### src/rtl/lfsr_input_conditioner_pkg.sv
// Shared constants for the LFSR input conditioner and the LFSR itself.
// Also holds the width rule for the debounce counters.
package mbikovitsky_pkg;

  localparam int LFSR_BITS              = 5;
  localparam int DEFAULT_DEBOUNCE_TICKS = 10;

  // Counter must hold DEBOUNCE_TICKS-1; never narrower than one bit.
  function automatic int debounce_cnt_w(input int ticks);
    return (ticks > 1) ? $clog2(ticks) : 1;
  endfunction

endpackage

### src/rtl/lfsr_input_conditioner_if.sv
// Pin-side bundle between the raw TinyTapeout inputs and the conditioned
// LFSR controls. The conditioner uses the slave modport.
interface lfsr_input_conditioner_if #(
  parameter int WIDTH = mbikovitsky_pkg::LFSR_BITS
);

  logic             load_state_raw_i;
  logic             load_taps_raw_i;
  logic [WIDTH-1:0] data_raw_i;
  logic             reset_lfsr_o;
  logic             reset_taps_o;
  logic [WIDTH-1:0] data_o;

  modport slave (
    input  load_state_raw_i,
    input  load_taps_raw_i,
    input  data_raw_i,
    output reset_lfsr_o,
    output reset_taps_o,
    output data_o
  );

  modport master (
    output load_state_raw_i,
    output load_taps_raw_i,
    output data_raw_i,
    input  reset_lfsr_o,
    input  reset_taps_o,
    input  data_o
  );

endinterface

### src/rtl/lfsr_input_conditioner_debounce_channel.sv
// One debounce channel: optional 2-flop synchronizer (LFSR_INPUT_CONDITIONER_SYNC_EN),
// counter-based acceptance of changes, and a registered 0->1 pulse on bit 0.
module debounce_channel
  import mbikovitsky_pkg::*;
#(
  parameter int WIDTH          = 1,
  parameter int DEBOUNCE_TICKS = DEFAULT_DEBOUNCE_TICKS
) (
  input  logic             clk,
  input  logic             reset_i,
  input  logic [WIDTH-1:0] raw_i,
  output logic [WIDTH-1:0] stable_o,
  output logic             rise_o
);

  localparam int             CNT_W    = debounce_cnt_w(DEBOUNCE_TICKS);
  localparam logic [CNT_W-1:0] CNT_LAST = CNT_W'(DEBOUNCE_TICKS - 1);

  logic [WIDTH-1:0] sampled;

`ifdef LFSR_INPUT_CONDITIONER_SYNC_EN
  logic [WIDTH-1:0] sync1_q;
  logic [WIDTH-1:0] sync2_q;

  always_ff @(posedge clk) begin
    if (reset_i) begin
      sync1_q <= '0;
      sync2_q <= '0;
    end else begin
      sync1_q <= raw_i;
      sync2_q <= sync1_q;
    end
  end

  assign sampled = sync2_q;
`else
  assign sampled = raw_i;
`endif

  logic [WIDTH-1:0] stable_q, stable_d;
  logic [CNT_W-1:0] count_q, count_d;
  logic             rise_q, rise_d;

  // Any mismatch keeps counting, even if sampled moves to a third value.
  always_comb begin
    stable_d = stable_q;
    count_d  = '0;
    rise_d   = 1'b0;
    if (sampled != stable_q) begin
      if (count_q == CNT_LAST) begin
        stable_d = sampled;
        rise_d   = sampled[0] & ~stable_q[0];
      end else begin
        count_d  = count_q + 1'b1;
      end
    end
  end

  always_ff @(posedge clk) begin
    if (reset_i) begin
      stable_q <= '0;
      count_q  <= '0;
      rise_q   <= 1'b0;
    end else begin
      stable_q <= stable_d;
      count_q  <= count_d;
      rise_q   <= rise_d;
    end
  end

  assign stable_o = stable_q;
  assign rise_o   = rise_q;

endmodule

### src/rtl/lfsr_input_conditioner.sv
// Debounces the two load buttons and the data switches feeding the LFSR.
// Define LFSR_INPUT_CONDITIONER_SYNC_EN to add 2-flop synchronizers on every input.
module lfsr_input_conditioner
  import mbikovitsky_pkg::*;
#(
  parameter int WIDTH          = LFSR_BITS,
  parameter int DEBOUNCE_TICKS = DEFAULT_DEBOUNCE_TICKS
) (
  input logic                     clk,
  input logic                     reset_i,
  lfsr_input_conditioner_if.slave bus
);

  logic             unused_state_stable;
  logic             unused_taps_stable;
  logic             unused_data_rise;
  logic [WIDTH-1:0] data_stable;

  debounce_channel #(
    .WIDTH          (1),
    .DEBOUNCE_TICKS (DEBOUNCE_TICKS)
  ) u_state (
    .clk      (clk),
    .reset_i  (reset_i),
    .raw_i    (bus.load_state_raw_i),
    .stable_o (unused_state_stable),
    .rise_o   (bus.reset_lfsr_o)
  );

  debounce_channel #(
    .WIDTH          (1),
    .DEBOUNCE_TICKS (DEBOUNCE_TICKS)
  ) u_taps (
    .clk      (clk),
    .reset_i  (reset_i),
    .raw_i    (bus.load_taps_raw_i),
    .stable_o (unused_taps_stable),
    .rise_o   (bus.reset_taps_o)
  );

  // The bus is accepted as one word so the LFSR never sees a partial update.
  debounce_channel #(
    .WIDTH          (WIDTH),
    .DEBOUNCE_TICKS (DEBOUNCE_TICKS)
  ) u_data (
    .clk      (clk),
    .reset_i  (reset_i),
    .raw_i    (bus.data_raw_i),
    .stable_o (data_stable),
    .rise_o   (unused_data_rise)
  );

  assign bus.data_o = data_stable;

endmodule
### src/flat_wrapper.sv
// flat-port wrapper written by rule: the top's interface ports become plain ports
module lfsr_input_conditioner_flat import mbikovitsky_pkg::*;
#(
  parameter int WIDTH          = LFSR_BITS,
  parameter int DEBOUNCE_TICKS = DEFAULT_DEBOUNCE_TICKS
)
  (clk, reset_i, bus_load_state_raw_i, bus_load_taps_raw_i, bus_data_raw_i, bus_reset_lfsr_o, bus_reset_taps_o, bus_data_o);
  lfsr_input_conditioner_if #(.WIDTH(WIDTH)) bus_i ();
  input logic clk;
  input logic reset_i;
  input wire logic [$bits(bus_i.load_state_raw_i)-1:0] bus_load_state_raw_i;
  input wire logic [$bits(bus_i.load_taps_raw_i)-1:0] bus_load_taps_raw_i;
  input wire logic [$bits(bus_i.data_raw_i)-1:0] bus_data_raw_i;
  output wire logic [$bits(bus_i.reset_lfsr_o)-1:0] bus_reset_lfsr_o;
  output wire logic [$bits(bus_i.reset_taps_o)-1:0] bus_reset_taps_o;
  output wire logic [$bits(bus_i.data_o)-1:0] bus_data_o;
  assign bus_i.load_state_raw_i = bus_load_state_raw_i;
  assign bus_i.load_taps_raw_i = bus_load_taps_raw_i;
  assign bus_i.data_raw_i = bus_data_raw_i;
  assign bus_reset_lfsr_o = bus_i.reset_lfsr_o;
  assign bus_reset_taps_o = bus_i.reset_taps_o;
  assign bus_data_o = bus_i.data_o;
  lfsr_input_conditioner #(.WIDTH(WIDTH), .DEBOUNCE_TICKS(DEBOUNCE_TICKS)) u_core (.clk(clk), .reset_i(reset_i), .bus(bus_i));
endmodule
### config.mk
export PLATFORM = sky130hd
export DESIGN_NAME = lfsr_input_conditioner_flat
export DESIGN_NICKNAME = d
export VERILOG_FILES = /design/src/rtl/lfsr_input_conditioner_pkg.sv /design/src/rtl/lfsr_input_conditioner_if.sv /design/src/rtl/lfsr_input_conditioner_debounce_channel.sv /design/src/rtl/lfsr_input_conditioner.sv /design/src/flat_wrapper.sv
export SDC_FILE = /design/constraint.sdc
export NUM_CORES = 1
export LEC_CHECK = 0
export BUFFER_PORTS_ARGS = -buffer_cell sky130_fd_sc_hd__buf_2
export CORE_MARGIN = 2
export CORE_UTILIZATION = 56
export CTS_BUF_LIST = sky130_fd_sc_hd__clkbuf_4 sky130_fd_sc_hd__clkbuf_8 sky130_fd_sc_hd__clkbuf_16
export DETAILED_ROUTE_END_ITERATION = 8
export GPL_ROUTABILITY_DRIVEN = 0
export GPL_TIMING_DRIVEN = 1
export PLACE_DENSITY = 0.8
export SKIP_CTS_REPAIR_TIMING = 1
export SLEW_MARGIN = 5
export SYNTH_ARGS = -nofsm -noshare
export SYNTH_HDL_FRONTEND = slang
export SYNTH_SLANG_ARGS = --single-unit
### constraint.sdc
create_clock -name clk -period 2.8 [get_ports clk]
set_input_delay 0.14 -clock clk [delete_from_list [all_inputs] [get_ports clk]]
set_output_delay 0.14 -clock clk [all_outputs]
set_load 0.01 [all_outputs]
# Yosys cells after proc, flatten, opt, wreduce, memory -nomap -nowiden

Index checks and enable logic that the tools add are counted.

Logic and storage cells: 34
Bits of input ports: 9
Output and inout port bits: 7
Memory bits (read-only): 0
Bits in latches: 0
Bits in registers: 21
Memories kept: 0
Bits in writable memories: 0

Equality and inequality tests: 6
Bitwise operators: 9
Div/mod/pow operators: 0
Shift operators: 0
Add/sub/neg operators: 3
Reductions and logical operators: 8
Magnitude comparators: 0
Muxes and demuxes: 0
Multipliers: 0

Operator list:

| cell                                                          | number |
|---|---|
| 3-bit OR reduction                                            | 5 |
| 4-bit by 1-bit adder with 4-bit output, second input constant | 3 |
| 4-bit == test, second input constant                          | 3 |
| 1-bit inverter                                                | 7 |
| 2-bit AND reduction                                           | 3 |
| 5-bit != test                                                 | 1 |
| 1-bit AND                                                     | 2 |
| 1-bit != test                                                 | 2 |

# Depth between registers and ports, before layout

Gate-level depths: netlist (run 1).

Depth after elaboration: 3
Depth in mapped cells: 5
Gate-level depth less buffers: 5

# Cells and area by module

From an unflattened synthesis (run 1), not the netlist that was laid out.

Cell total of the unflattened synthesis: 99
Area, all modules: 988.4 um^2

Modules (own cells, without submodules):

| module                                | area an instance (um^2) | cells each | seq. area each (um^2) | times used |
|---|---|---|---|---|
| debounce_channel (u_core.u_state ...) | 251.5                   | 24         | 120.1                 | 2 |
| debounce_channel (u_core.u_data)      | 485.5                   | 51         | 200.2                 | 1 |

# Worst setup path after synthesis (run 1)

No wires, ideal clock.

Path kind: flip-flop to flip-flop
From: register u_core.u_state.stable_q, in the netlist u_core.u_state.stable_o
To: register u_core.u_state.stable_q, in the netlist u_core.u_state.stable_o
Data required time: 2.730 ns
Arrival: 1.227 ns
Cell stages (with the launch flop): 5
Setup slack: 1.502 ns
Library setup time: 0.070 ns
Buffers on the path: 0
Clock period less this slack: 1.298 ns
Cell sequence: dfxtp_1 inv_1 ha_1 or4b_1 a21oi_1

Word-level cells in the longest chain between the ends: 2

RTL lines:

| what                          | line                                          | source |
|---|---|---|
| start, declared               | lfsr_input_conditioner_debounce_channel.sv:40 | `logic [WIDTH-1:0] stable_q, stable_d;` |
| start signal, assigned        | lfsr_input_conditioner_debounce_channel.sv:65 | `stable_q <= stable_d;` |
| 1-bit != test                 | lfsr_input_conditioner_debounce_channel.sv:49 | `if (sampled != stable_q) begin` |
| 2-bit AND reduction (no line) | --                                            |  |

No other way between the ends.
A chain may end at the register's enable or synchronous reset.

# Worst setup path in the final report (run 1)

From: register u_core.u_taps.stable_q, in the netlist u_core.u_taps.stable_o
To: register u_core.u_taps.stable_q, in the netlist u_core.u_taps.stable_o

Word-level cells in the longest chain between the ends: 2

RTL lines:

| what                          | line |
|---|---|
| start, declared               | lfsr_input_conditioner_debounce_channel.sv:40 |
| start signal, assigned        | lfsr_input_conditioner_debounce_channel.sv:65 |
| 1-bit != test                 | lfsr_input_conditioner_debounce_channel.sv:49 |
| 2-bit AND reduction (no line) | -- |

No other way between the ends.

==> summary.txt, run 1 <==
status -> finished, final reports clean
Post-Syn Area -> 902.1 um^2
Pre-antenna DRT Iters -> 4
worst hold slack -> 0.1018 ns
hpwl dp -> 1051 um
global-route wire length before repair -> 2373 um
final wirelength -> 1372 um
worst slew pin tran -> 0.4845 ns
GR Util All Layers -> 16.31%
Reg-to-Reg Start -> u_core.u_taps.stable_o
Crit path required time -> 3.03 ns
Static Leak -> 0.4747 nW
Max Freq -> 0.7205 GHz
Unique masters post-synth -> 19
Max-Cap Viols -> 0
n_diodes -> 0
Register Area -> 420.4 um^2
RSZ-0062 raised after global routing -> false
Reg2Reg Capture Point -> u_core.u_taps.stable_o
clock buffer count from CTS -> 3
largest net degree at the start of global routing -> 13
Peak supply drop -> 378.2 uV
CP Capture Type -> register
Worst slew margin -> 67.45%
Crit path arrival time -> 1.62 ns
worst-path fanout max -> 3
delay-heaviest family, CP -> simple AND/OR/NAND/NOR gates
Final #Nets -> 127
layout cell share with drive strength beyond 1 -> 20.18%
setup TNS -> 0 ns
Slowest cell on crit path -> or4b_1
crit-path cells -> inv_1 > ha_1 > or4b_1 > a21oi_1
post-route ant nets -> 0
final max-slew violation count -> 0
initial antenna violation count -> 0
design area -> 1021 um^2
Final Setup Violations -> 0
DP Area -> 993.5 um^2
Initial Util -> 59.88%
syn avg cell area -> 9.913 um^2
reg2reg path depth -> 4
Worst-Skew Late Latency -> 0.29 ns
number of cells on the worst hold path -> 3
clock slew at reported path FFs -> 0.11 ns
Residual DRC -> 0
Tmin final -> 1.388 ns
io pins -> 16
vias per inst -> 5.120
Endpoint, Worst Hold -> u_core.u_data.stable_o[1]
Root Driver -> clkbuf_4
Filler cells -> 118
footprint of the multi-input gates -> 459.2 um^2
number of port buffers -> 15
chip width -> 44.14 um
PwrDens -> 473.4 nW/um^2
HP Start -> bus_data_raw_i[1]
Max clock buf depth -> 2
Clock Sinks -> 21
fin util -> 67.77%
total grt overflow -> 0
yosys warns -> 0
WP buf/inv -> 1
flops & latches, synth -> 21
core box area -> 1506 um^2
Mapped Nets -> 108
vias in the first global route -> 602
Startpoint Class -> register
critical path depth -> 4
routed length per instance -> 10.98 um
critical path class -> reg -> reg
Mapped Cells -> 91
site row count -> 14
Starting DRT DRC Count -> 6
die area -> 1948 um^2
Layout Skew -> 0.001719 ns
synthesis-to-finish area growth -> 13.18%
die height -> 44.14 um
Reg2Reg Setup Slack -> 1.41 ns
Vias -> 640
Hold Fails Final Rpt -> 0
H-Tree Depth -> 1
Tightest Hold Check Type -> in -> reg
Largest stage delay, worst path -> 0.51 ns
total power -> 0.4834 mW
post-route clock period utilization -> 49.57%
CTS tree -> built
register area share after synthesis -> 46.60%
==> state kept, by name, summed over array words and instances (netlist names) <==
signal	count
u_core.u_state.stable_o	1
u_core.u_state.count_q	4
u_core.u_state.rise_o	1
u_core.u_data.stable_o	5
u_core.u_taps.rise_o	1
u_core.u_taps.count_q	4
u_core.u_taps.stable_o	1
u_core.u_data.count_q	4
==> routing by layer <==
metal / up-vias / routed length, um / track usage [%]
li1: 344 / - / -
met3: 2 / 32 / 2.449
met5: - / 0 / 0
met2: 5 / 651 / 28.82
met1: 289 / 668 / 19.39
met4: 0 / 20 / 7.273
==> cell usage after synthesis (all sizes together) <==
master	number	share of area [%]
xnor2	3	2.9
or4b	2	2.2
nor2	16	6.7
mux2i	5	5.5
inv	5	2.1
nand2b	1	0.69
o31ai	2	1.7
nand2	4	2.2
clkbuf	1	0.42
dfxtp	21	47
a211oi	4	3.3
nor3	3	1.7
ha	8	11
nand3	3	1.7
nand3b	1	1.2
xor2	8	7.8
o21ai	2	1.1
a21oi	2	1.1
==> placed cells by master (no fill, tap or decap), drive strengths merged <==
| cell type | count |
|---|---|
| o31ai | 2 |
| inv | 5 |
| a211oi | 4 |
| nor2 | 16 |
| dfxtp | 21 |
| nand3b | 1 |
| xor2 | 8 |
| nand2 | 4 |
| or4b | 2 |
| xnor2 | 3 |
| nor3 | 3 |
| buf | 15 |
| clkbuf | 3 |
| nand3 | 3 |
| o21ai | 2 |
| clkinv | 1 |
| nand2b | 1 |
| mux2i | 5 |
| a21oi | 2 |
| ha | 8 |
==> where the power goes <==
| part | leakage [nW] | total [mW] | switching [mW] | internal [mW] |
|---|---|---|---|---|
| clock | 0.0177 | 0.137 | 0.0841 | 0.0530 |
| combinational | 0.287 | 0.0346 | 0.0188 | 0.0158 |
| sequential | 0.170 | 0.312 | 0.00612 | 0.306 |
==> final cells by class <==
| class | instances | area share [%] |
|---|---|---|
| clock buffers | 3 | 2.206 |
| clock inverters | 1 | 0.4902 |
| inverters | 5 | 1.838 |
| multi-input cells | 64 | 44.98 |
| flip-flops and latches | 21 | 41.18 |
| well taps | 16 | 1.961 |
| repair buffers | 15 | 7.353 |
==> worst max path at each step <==
stage                                 start  slack, ns                       to
global placement    u_core.u_state.stable_o       1.49  u_core.u_state.stable_o
finish               u_core.u_taps.stable_o       1.41   u_core.u_taps.stable_o
CTS                  u_core.u_taps.stable_o       1.40   u_core.u_taps.stable_o
detailed placement   u_core.u_taps.stable_o       1.44   u_core.u_taps.stable_o
global route         u_core.u_taps.stable_o       1.31   u_core.u_taps.stable_o
floorplan           u_core.u_state.stable_o       1.50  u_core.u_state.stable_o
==> cells by family (layout without fill, tap and decap cells) <==
group | count (synthesis) | count (layout) | synth area share, %
AO/OA/AOI/OAI | 10 | 10 | 7.212
XOR/XNOR | 11 | 11 | 10.68
adder cells (fa/ha/maj) | 8 | 8 | 11.10
buffers and inverters | 6 | 24 | 2.496
flip-flops | 21 | 21 | 46.60
multiplexers | 5 | 5 | 5.548
AND/OR/NAND/NOR | 30 | 30 | 16.37
==> through the flow <==
step | cells | setup slack (ns)
6_report | 125 | 1.412
5_1_grt | 125 | 1.305
4_1_cts | 125 | 1.404
3_5_place_dp | 121 | 1.436
3_3_place_gp | 121 | 1.491
2_1_floorplan | 91 | 1.502
==> worst min-delay path, delay by kind of cell <==
family	cells	cell delay, ns
and+or+nand+nor	1	0.07
buffers and inverters	1	0.09
muxes	1	0.06
No activity file was read; power rests on OpenSTA's default activity.
==> run 2: changes to the inputs <==
- CORE_UTILIZATION: 56 -> 52
- PLACE_DENSITY: 0.8 -> 0.75
- clock period: 2.8 -> 1.3 ns (I/O delays scaled with it)
==> run 2 against run 1 <==
Compared with the run above: the run now ends with setup timing left; critical path depth grew 1; final cell count grew 5.6%; die area grew 7.0%; power grew 130%; sequential share of layout area shrank 4.3 points; largest power group unchanged.
==> summary.txt, run 2 (synthesis results as in run 1) <==
status -> finished, violations left (was finished, final reports clean)
violated checks -> setup timing
Crit path required time -> 1.54 ns (was 3.03 ns)
max reg flops -> 5 (unchanged)
Max Freq -> 0.7525 GHz (was 0.7205 GHz)
PwrDens -> 944.8 nW/um^2 (was 473.4 nW/um^2)
GR Util All Layers -> 16.52% (was 16.31%)
core box area -> 1670 um^2 (was 1506 um^2)
Max-Cap Viols -> 0 (unchanged)
Vias -> 705 (was 640)
die area -> 2084 um^2 (was 1948 um^2)
Register Area -> 429.2 um^2 (was 420.4 um^2)
total grt overflow -> 0 (unchanged)
total power -> 1.101 mW (was 0.4834 mW)
Cell Int Power -> 0.8276 mW (was 0.3744 mW)
global-route wire length before repair -> 2346 um (was 2373 um)
final wirelength -> 1717 um (was 1372 um)
Initial Util -> 54.01% (was 59.88%)
H-Tree Depth -> 1 (unchanged)
Worst slew margin -> 65.72% (was 67.45%)
Root Driver -> clkbuf_4 (unchanged)
Hold Fails Final Rpt -> 0 (unchanged)
Comb power frac -> 9.7% (was 7.2%)
WP buf/inv -> 1 (unchanged)
Final Setup Violations -> 2 (was 0)
CP Capture Type -> register (unchanged)
final setup margin -> -0.02888 ns (was 1.412 ns)
Peak supply drop -> 835.2 uV (was 378.2 uV)
n_diodes -> 0 (unchanged)
chip width -> 45.65 um (was 44.14 um)
Crit path arrival time -> 1.57 ns (was 1.62 ns)
post-route clock period utilization -> 102.2% (was 49.57%)
Tightest Hold Check Type -> in -> reg (unchanged)
vias in the first global route -> 569 (was 602)
layout cell share with drive strength beyond 1 -> 41.74% (was 20.18%)
RSZ-0062 raised after global routing -> true (was false)
Psw -> 0.2730 mW (was 0.1090 mW)
crit-path cells -> inv_2 > ha_4 > nand2_4 > or4b_4 > a21oi_2 (was inv_1 > ha_1 > or4b_1 > a21oi_1)
Static Leak -> 0.5678 nW (was 0.4747 nW)
worst-path fanout max -> 3 (unchanged)
clock buffer count from CTS -> 3 (unchanged)
critical path class -> reg -> reg (unchanged)
synthesis-to-finish area growth -> 29.13% (was 13.18%)
final max-slew violation count -> 0 (unchanged)
Slowest cell on crit path -> or4b_4 (was or4b_1)
Worst-Skew Late Latency -> 0.31 ns (was 0.29 ns)
Final #Nets -> 133 (was 127)
Pre-antenna DRT Iters -> 4 (unchanged)
number of port buffers -> 15 (unchanged)
worst slew pin tran -> 0.5102 ns (was 0.4845 ns)
largest net degree at the start of global routing -> 13 (unchanged)
Largest stage delay, worst path -> 0.52 ns (was 0.51 ns)
initial antenna violation count -> 0 (unchanged)
Residual DRC -> 0 (unchanged)
routed length per instance -> 13.01 um (was 10.98 um)
Clock Power Share -> 29.0% (was 28.4%)
Clock Sinks -> 21 (unchanged)
commonest non-fill, non-tap cell in the layout -> nor2_1 (was dfxtp_1)
vias per inst -> 5.341 (was 5.120)
sw frac -> 24.80% (was 22.55%)
Max clock buf depth -> 2 (unchanged)
hpwl dp -> 1155 um (was 1051 um)
post-route ant nets -> 0 (unchanged)
CTS tree -> built (unchanged)
clock slew at reported path FFs -> 0.12 ns (was 0.11 ns)
die height -> 45.65 um (was 44.14 um)
most frequent cells in the layout -> nor2_1 (16), buf_2 (15), dfxtp_1 (14) (was dfxtp_1 (21), nor2_1 (16), buf_2 (15))
design area -> 1165 um^2 (was 1021 um^2)
Starting DRT DRC Count -> 7 (was 6)
Filler cells -> 124 (was 118)
Layout Skew -> 0.009138 ns (was 0.001719 ns)
footprint of the multi-input gates -> 548.0 um^2 (was 459.2 um^2)
Reg power frac -> 61.3% (was 64.5%)
delay-heaviest family, CP -> simple AND/OR/NAND/NOR gates (unchanged)
worst hold slack -> 0.008765 ns (was 0.1018 ns)
setup TNS -> -0.03813 ns (was 0 ns)
Startpoint Class -> register (unchanged)
Tmin final -> 1.329 ns (was 1.388 ns)
io pins -> 16 (unchanged)
site row count -> 15 (was 14)
DP Area -> 1025 um^2 (was 993.5 um^2)
-- run 2: cell count changes in the layout (fill, tap and decap cells not counted), sizes merged --
cell	delta
buf	+6
-- run 2: per-layer routing --
metal,up-vias,track usage (%),part of all wire [%]
met4,0,12.35,1.5
met1,332,18.27,42
met2,12,27.32,54
li1,356,-,-
met3,5,3.571,2.7
met5,-,0,0
-- run 2: final cells by class --
| type | instances | share of cell area, % |
|---|---|---|
| Sequential cell | 21 | 36.84 |
| Timing Repair Buffer | 21 | 10.31 |
| Clock buffer | 3 | 1.933 |
| Tap cell | 17 | 1.826 |
| Multi-Input combinational cell | 64 | 47.05 |
| Clock inverter | 1 | 0.4296 |
| Inverter | 5 | 1.611 |
-- run 2: final timing paths --
| path | slack [ns] | depth (start not counted) | endpoint | start |
|---|---|---|---|---|
| setup / recovery | -0.03 | 5 | u_core.u_taps.stable_o | u_core.u_taps.count_q[1] |
| hold / removal | 0.009 | 3 | u_core.u_data.stable_o[4] | bus_data_raw_i[4] |
| setup reg to reg | -0.03 | 5 | u_core.u_taps.stable_o | u_core.u_taps.count_q[1] |
| hold reg to reg | 0.50 | 2 | u_core.u_state.stable_o | u_core.u_state.stable_o |
-- run 2: worst reg2reg max path: stages, from the launching register on --
cell,delay [ns]
dfxtp_2,0.36
inv_2,0.06
ha_4,0.13
nand2_4,0.05
or4b_4,0.52
a21oi_2,0.14
-- run 2: power by group through the flow --
| stage | clock network, mW | logic, mW | registers [mW] |
|---|---|---|---|
| detailed placement | 0 | 0.0875 | 0.685 |
| global route | 0.335 | 0.120 | 0.677 |
| floorplan | 0 | 0.0496 | 0.683 |
| finish | 0.319 | 0.106 | 0.675 |
| global placement | 0 | 0.0825 | 0.683 |
| CTS | 0.321 | 0.0879 | 0.671 |
-- run 2: through the flow --
step	setup slack [ns]	instances	utilization [%]
after floorplan	0.002348	91	-
after global placement	0.01073	126	61.35
after detailed placement	-0.07867	126	61.35
after CTS	-0.1039	130	63.00
after global routing	-0.06616	132	69.74
final	-0.02888	132	69.74
==> run 3: changes to the inputs <==
- CORE_UTILIZATION: 52 -> 47
- PLACE_DENSITY: 0.75 -> 0.72
- clock period: 1.3 -> 1.2 ns (I/O delays scaled with it)
==> run 3 against run 2 <==
Compared with the run above: the flow still finishes with violations (setup timing); power increased by 11%; clock power is 13% higher; critical endpoint unchanged; via count is 0.71% lower.
==> summary.txt, run 3 (synthesis results as in run 1) <==
RSZ-0062 raised after global routing -> true (unchanged)
layout cell share with drive strength beyond 1 -> 47.62% (was 41.74%)
Worst slew margin -> 77.87% (was 65.72%)
n_diodes -> 0 (unchanged)
post-route clock period utilization -> 105.7% (was 102.2%)
DP Area -> 1190 um^2 (was 1025 um^2)
Clock Sinks -> 21 (unchanged)
Filler cells -> 149 (was 124)
Max-Cap Viols -> 0 (unchanged)
Final Setup Violations -> 2 (unchanged)
status -> finished, violations left (unchanged)
CP Capture Type -> register (unchanged)
footprint of the multi-input gates -> 543.0 um^2 (was 548.0 um^2)
non-filler instance count after layout -> 151 (was 132)
fin util -> 71.35% (was 69.74%)
die height -> 47.81 um (was 45.65 um)
worst-path fanout max -> 3 (unchanged)
site row count -> 15 (unchanged)
Startpoint Class -> register (unchanged)
Static Leak -> 0.6002 nW (was 0.5678 nW)
Residual DRC -> 0 (unchanged)
violated checks -> setup timing (unchanged)
Root Driver -> clkbuf_4 (unchanged)
Starting DRT DRC Count -> 7 (unchanged)
max reg flops -> 5 (unchanged)
routed length per instance -> 10.79 um (was 13.01 um)
PwrDens -> 970.9 nW/um^2 (was 944.8 nW/um^2)
Crit path arrival time -> 1.51 ns (was 1.57 ns)
die area -> 2286 um^2 (was 2084 um^2)
Max Freq -> 0.7882 GHz (was 0.7525 GHz)
setup TNS -> -0.1338 ns (was -0.03813 ns)
number of port buffers -> 15 (unchanged)
vias per inst -> 4.636 (was 5.341)
Tightest Hold Check Type -> in -> reg (unchanged)
final wirelength -> 1630 um (was 1717 um)
Final #Nets -> 144 (was 133)
largest net degree at the start of global routing -> 12 (was 13)
clock slew at reported path FFs -> 0.11 ns (was 0.12 ns)
initial antenna violation count -> 0 (unchanged)
Hold Fails Final Rpt -> 0 (unchanged)
CTS tree -> built (unchanged)
io pins -> 16 (unchanged)
post-route ant nets -> 0 (unchanged)
Max clock buf depth -> 2 (unchanged)
Crit path required time -> 1.44 ns (was 1.54 ns)
Pre-antenna DRT Iters -> 4 (unchanged)
Register Area -> 429.2 um^2 (unchanged)
hpwl dp -> 1269 um (was 1155 um)
GR Util All Layers -> 15.13% (was 16.52%)
core box area -> 1764 um^2 (was 1670 um^2)
H-Tree Depth -> 1 (unchanged)
DP Worst Slack -> -0.05278 ns (was -0.07867 ns)
Initial Util -> 51.13% (was 54.01%)
worst slew pin tran -> 0.3307 ns (was 0.5102 ns)
global-route wire length before repair -> 2339 um (was 2346 um)
clock buffer count from CTS -> 3 (unchanged)
synthesis-to-finish area growth -> 39.53% (was 29.13%)
Layout Skew -> 0.001652 ns (was 0.009138 ns)
critical path class -> reg -> reg (unchanged)
Peak supply drop -> 987.4 uV (was 835.2 uV)
design area -> 1259 um^2 (was 1165 um^2)
final max-slew violation count -> 0 (unchanged)
vias in the first global route -> 618 (was 569)
Tmin final -> 1.269 ns (was 1.329 ns)
chip width -> 47.81 um (was 45.65 um)
most frequent cells in the layout -> nor2_1 (16), buf_4 (16), buf_2 (15) (was nor2_1 (16), buf_2 (15), dfxtp_1 (14))
total grt overflow -> 0 (unchanged)
final setup margin -> -0.06877 ns (was -0.02888 ns)
placed insts -> 147 (was 126)
Worst-Skew Late Latency -> 0.30 ns (was 0.31 ns)
Vias -> 700 (was 705)
## run 3: cell count changes in the layout (fill, tap and decap cells not counted), sizes merged
cell,before,now
clkinv,1,0
buf,21,32
clkbuf,3,4
## run 3: layout make-up
class,instances,area share (%)
multi-input combinational,64,43.14
sequential,21,34.10
timing repair buffer,32,16.40
tap,25,2.485
clock buffer,4,2.386
inverter,5,1.491
## run 3: worst max-delay path, stage by stage (launching register included)
cell,delay [ns]
dfxtp_2,0.35
inv_2,0.04
ha_4,0.21
or4b_4,0.48
a21oi_2,0.13
## run 3: metal layers
metal  vias to the layer above  routed length, um  global-route usage, %
li1                        378                  -                      -
met1                       310                705                  16.04
met2                        10                861                  27.47
met3                         2                 48                  3.396
met4                         0                 15                  8.108
met5                         -                  0                      0
## run 3: path summary, 6_finish.rpt
path / endpoint / slack (ns) / depth (start not counted) / start
max: u_core.u_taps.stable_o / -0.07 / 4 / u_core.u_taps.stable_o
min reg2reg: u_core.u_taps.stable_o / 0.50 / 2 / u_core.u_taps.stable_o
max reg2reg: u_core.u_taps.stable_o / -0.07 / 4 / u_core.u_taps.stable_o
min: u_core.u_data.stable_o[3] / 0.02 / 3 / bus_data_raw_i[3]
## run 3: metrics by stage
step	total power, mW	hold slack [ns]
floorplan	0.8041	0.2039
global placement	0.8634	0.3252
detailed placement	0.8705	0.3320
CTS	1.228	0.01556
global route	1.275	0.01623
finish	1.222	0.02331
## run 3: power by group
group | internal [mW] | total (mW) | switching [mW] | leakage [nW]
clock | 0.152 | 0.359 | 0.207 | 0.0184
sequential | 0.715 | 0.727 | 0.0119 | 0.173
combinational | 0.0731 | 0.136 | 0.0633 | 0.409
